--- src/rtl/id_stage_ctrl.sv ---
// Decode-stage sequencer: fetch -> S1 (decode, drives imm gen) -> S2 (to execute).
// Two registered stages with valid/ready on both sides and a synchronous flush.
module id_stage_ctrl #(
  parameter int XLEN    = 32,
  parameter int COUNT_W = 16
) (
  input  logic               clock_in,
  input  logic               reset_n_in,
  input  logic               flush_in,
  input  logic               fetch_valid_in,
  output logic               fetch_ready_out,
  input  logic [31:0]        fetch_ins_in,
  input  logic [XLEN-1:0]    fetch_pc_in,
  output logic [6:0]         imm_opcode_out,
  output logic [24:0]        imm_ins_out,
  input  logic [31:0]        imm_data_in,
  output logic               exec_valid_out,
  input  logic               exec_ready_in,
  output logic [31:0]        exec_ins_out,
  output logic [XLEN-1:0]    exec_pc_out,
  output logic [31:0]        exec_imm_out,
  output logic               exec_illegal_out,
  output logic [COUNT_W-1:0] dec_count_out
);

  logic            s1_valid;
  logic [31:0]     s1_ins;
  logic [XLEN-1:0] s1_pc;
  logic            s2_valid;
  logic            s2_free;
  logic            s1_adv;
  logic            fetch_hs;
  logic            exec_hs;
  logic            s1_illegal;

  function automatic logic is_illegal(input logic [6:0] op);
    case (op)
      7'b0000011, 7'b0010011, 7'b0010111, 7'b0100011, 7'b0110011, 7'b0110111,
      7'b1100011, 7'b1100111, 7'b1101111, 7'b1110011, 7'b1010111: is_illegal = 1'b0;
      default: is_illegal = 1'b1;
    endcase
  endfunction

  assign s2_free         = !s2_valid || exec_ready_in;
  assign s1_adv          = s1_valid && s2_free;
  assign fetch_ready_out = !s1_valid || s2_free;
  assign fetch_hs        = fetch_valid_in && fetch_ready_out;
  assign exec_hs         = s2_valid && exec_ready_in;
  assign exec_valid_out  = s2_valid;
  assign s1_illegal      = is_illegal(s1_ins[6:0]);

  // Imm gen always sees the S1 register, never the raw fetch bus.
  assign imm_opcode_out = s1_ins[6:0];
  assign imm_ins_out    = s1_ins[31:7];

  always_ff @(posedge clock_in or negedge reset_n_in) begin
    if (!reset_n_in) begin
      s1_valid <= 1'b0;
      s1_ins   <= '0;
      s1_pc    <= '0;
    end else if (flush_in) begin
      s1_valid <= 1'b0;
    end else if (fetch_hs) begin
      s1_valid <= 1'b1;
      s1_ins   <= fetch_ins_in;
      s1_pc    <= fetch_pc_in;
    end else if (s1_adv) begin
      s1_valid <= 1'b0;
    end
  end

  always_ff @(posedge clock_in or negedge reset_n_in) begin
    if (!reset_n_in) begin
      s2_valid         <= 1'b0;
      exec_ins_out     <= '0;
      exec_pc_out      <= '0;
      exec_imm_out     <= '0;
      exec_illegal_out <= 1'b0;
    end else if (flush_in) begin
      s2_valid <= 1'b0;
    end else if (s1_adv) begin
      s2_valid         <= 1'b1;
      exec_ins_out     <= s1_ins;
      exec_pc_out      <= s1_pc;
      exec_imm_out     <= imm_data_in;
      exec_illegal_out <= s1_illegal;
    end else if (exec_hs) begin
      s2_valid <= 1'b0;
    end
  end

  // A handshake coinciding with flush still completed, so it still counts.
  always_ff @(posedge clock_in or negedge reset_n_in) begin
    if (!reset_n_in) begin
      dec_count_out <= '0;
    end else if (exec_hs) begin
      dec_count_out <= dec_count_out + COUNT_W'(1);
    end
  end

endmodule

--- config.mk ---
export PLATFORM = sky130hd
export DESIGN_NAME = id_stage_ctrl
export DESIGN_NICKNAME = d
export VERILOG_FILES = /design/src/rtl/id_stage_ctrl.sv
export SDC_FILE = /design/constraint.sdc
export NUM_CORES = 1
export LEC_CHECK = 0
export CAP_MARGIN = 20
export CORE_MARGIN = 5
export CORE_UTILIZATION = 55
export CTS_CLUSTER_DIAMETER = 120
export DETAILED_ROUTE_END_ITERATION = 8
export DONT_BUFFER_PORTS = 1
export HOLD_SLACK_MARGIN = 0.03
export MAX_ROUTING_LAYER = met4
export PLACE_DENSITY = 0.79
export RECOVER_POWER = 50
export REMOVE_ABC_BUFFERS = 1
export SETUP_SLACK_MARGIN = 0.2
export SKIP_LAST_GASP = 1
export SYNTH_ARGS = -nofsm -noshare
export SYNTH_HDL_FRONTEND = slang
export SYNTH_SLANG_ARGS = --single-unit
--- constraint.sdc ---
create_clock -name clock_in -period 1.41 [get_ports clock_in]
set_input_delay 0.282 -clock clock_in [delete_from_list [all_inputs] [get_ports clock_in]]
set_output_delay 0.282 -clock clock_in [all_outputs]
set_load 0.005 [all_outputs]
==> results of run 1 <==
## stage by stage
| stage | TNS, ns | std cells |
|---|---|---|
| floorplan | -485.60 | 401 |
| global placement | -16.38 | 604 |
| detailed placement | -24.38 | 604 |
| CTS | -24.43 | 739 |
| global route | -37.23 | 748 |
| finish | -27.25 | 748 |
## cells in the final DEF (no fill, tap or decap), types with 3 or more instances in the layout
cell / instances
nand3_2: 4
buf_6: 21
mux2_2: 105
buf_8: 4
dlygate4sd3_1: 98
nand3_4: 4
nor2_1: 4
xnor2_2: 5
clkbuf_1: 3
xnor2_1: 9
inv_1: 4
buf_4: 8
nand2_2: 4
clkbuf_16: 22
buf_12: 6
mux2_4: 56
dfrtp_1: 177
nand2_4: 5
bufinv_16: 3
clkinv_2: 4
## worst paths after layout
check                                    to  slack, ns  cells after the start
max                                s1_pc[8]      -0.21                      6
min                        exec_imm_out[15]      -0.44                      0
max reg2reg                        s1_pc[8]      -0.21                      6
min reg2reg                        s1_pc[4]       0.50                      1
max in group asynchronous   exec_pc_out[26]       1.53                      0
min in group clock_in        exec_valid_out       0.06                      3
## metal layers
| metal | global-route usage [%] | vias up | wire length [um] |
|---|---|---|---|
| met3 | 7.10 | 44 | 1490 |
| met2 | 40.9 | 206 | 10200 |
| li1 | - | 1760 | - |
| met5 | - | - | 0 |
| met4 | 10.5 | 0 | 520 |
| met1 | 25.8 | 2189 | 6330 |
## sequential cells by signal, indices dropped and copies added, names as in the netlist
signal	cells
exec_pc_out	32
s1_pc	32
exec_ins_out	32
exec_valid_out	1
dec_count_out	16
exec_imm_out	32
s1_ins	32
exec_illegal_out	1
s1_valid	1
## power groups by stage
stage	sequential (mW)	clock, mW	combinational (mW)
global route	7.44	4.99	2.33
detailed placement	7.29	0	1.55
floorplan	6.96	0	1.26
finish	7.31	4.73	2.18
CTS	7.23	4.74	1.87
global placement	7.24	0	1.45
## layout make-up
cell class	count	area, um2
Fill cell	661	2920
Tap cell	172	215
Clock buffer	21	450
Sequential cell	179	4480
Clock inverter	10	134
Inverter	4	15.0
Multi-Input combinational cell	218	2610
Timing Repair Buffer	144	1640
## critical path, delay by kind of cell (launching register included)
kind	cells	cell delay (ns)
multiplexers	1	0.36
AND/OR/NAND/NOR	3	0.43
flip-flops	1	0.37
buffers and inverters	2	0.35
## timing repair
action	CTS	global route
hold endpoints to repair	277	179
gates cloned	2	6
pin swaps	14	15
gates resized for setup	39	80
buffers inserted	4	3
setup endpoints to repair	188	189
## kinds of logic after synthesis
| family | synth area share (%) |
|---|---|
| compound gates | 0.542 |
| xor+xnor | 1.90 |
| fa+ha+maj | 0.181 |
| buf+inv | 2.82 |
| flops | 64.7 |
| mux | 27.2 |
| simple gates | 2.66 |
==> flow_summary.ini, run 1 <==
[critical_path]
cp.arrival_ns = 1.92
crit_path_top_delay_cell = dfrtp_1
setup.worst_path.end_class = flop
cp_slowest_stage_delay_ns = 0.37
worstSetupStartpointType = flop
critPathLaunch = exec_valid_out
crit_chain = nor2b_4 > nand2_2 > nand3b_1 > buf_12 > buf_16 > mux2_2
critPathKind = flop to flop
timing.rr.start = exec_valid_out
critPathMaxFanout = 13
cp.required_ns = 1.71

[outcome]
status = complete, but fails checks
violations = hold timing, setup timing

[floorplanning]
rows = 41
io_pins = 248
dieHeight_um = 122
die_area_mm2 = 0.0149
fp.dieW_um = 122
core_mm2 = 0.0125
initial_core_util_pct = 55.5

[routing]
via_count = 4199
wl_per_cell_um = 24.7
drt_wl_total_mm = 18.5
post-route-drc-count = 0
firstDrtPassIters = 4
drt-vias-per-instance = 5.61
drtAntennaViolNets = 0
drt_iter0_markers = 231

[clocking]
clk_pin_slew_worst_paths_ns = 0.06
ctsHoldBuffers = 98
clock-sinks = 179
clk_path_buf_depth = 2
clk_latency_ns = 0.42
cts_root_buffer = clkbuf_16
cts_tree = done
numCtsBuffers = 17
htree_num_levels = 4

[sta]
whs_ns = -0.439
tightest_slew_ns = 0.344
hold_violations = 179
period_minus_slack_ns = 1.62
fin_ws_ns = -0.213
setup_viol = 163
slew_viol_final = 0
max_freq_mhz = 616
fin_crit_sh_pct = 115
rsz0062_at_grt = true
clock_skew_ns = 0.00666
relSlewSlack_pct = 77.0

[pwr]
power_frac_seq_pct = 51.4
switchingPower_mw = 3.66
switching_share_pct = 25.7
finalPower_mw = 14.2
leakagePower_nw = 4.26
ir_drop_v = 0.000968
combPwrFrac_pct = 15.3
internal-power_mw = 10.6
clockPowerShare_pct = 33.3
powerDensity_mw_per_mm2 = 1490

[yosys]
synth_largest_area_cell = dfrtp_1
yosys-top-cells-area = dfrtp_1 65%, mux2_2 23%, mux2_4 3.9%
ys.flop_type = dfrtp_1
synth_common_cells = 179 x dfrtp_1, 143 x mux2_2, 18 x mux2_4, 14 x xnor2_1, 10 x nand2_1
ys_seq_area_share_pct = 64.7
synth_edf_count = 0
ys_seq_elements = 179
synth.top_cell.area_share_pct = 64.7
yosys_warnings = 0
syn_inst = 419
synth_cell_type_count = 27
synthArstFlopShare_pct = 100
syn_area_per_cell_um2 = 16.5
yosysMostFrequentCell = dfrtp_1
synth_area_mm2 = 0.00692

[job]
cap_violations = 0

[global_routing]
grt_pass1_wl_mm = 25.9
grt-ovfl-total = 0
grt_usage_pct = 23.9
antenna_found_initial = 0
grt_start_max_net_pins = 180
first_global_vias = 4613

[layout]
n_antenna_cell = 0
final_nets = 666
final_util_pct = 76.6
synthToLayoutAreaGrowth_pct = 37.9
design_area_mm2 = 0.00954
drive_gt1_share_pct = 46.7

[min_path]
hold_class = primary input to asynchronous set/reset pin

[placement]
placed_cell_area_mm2 = 0.00724
place.detailed.hpwl_mm = 9.83
dpl_worst_slack_ns = -0.213
gp_congestion = 0.746
numPortBuffers = 0
Note: power is estimated with default switching activity, not from simulation.
==> run 2: changes to the inputs <==
- CTS_CLUSTER_SIZE: unset -> 24
==> results of run 2 <==
The final DEF is identical to that of run 1; final timing and power are the same.
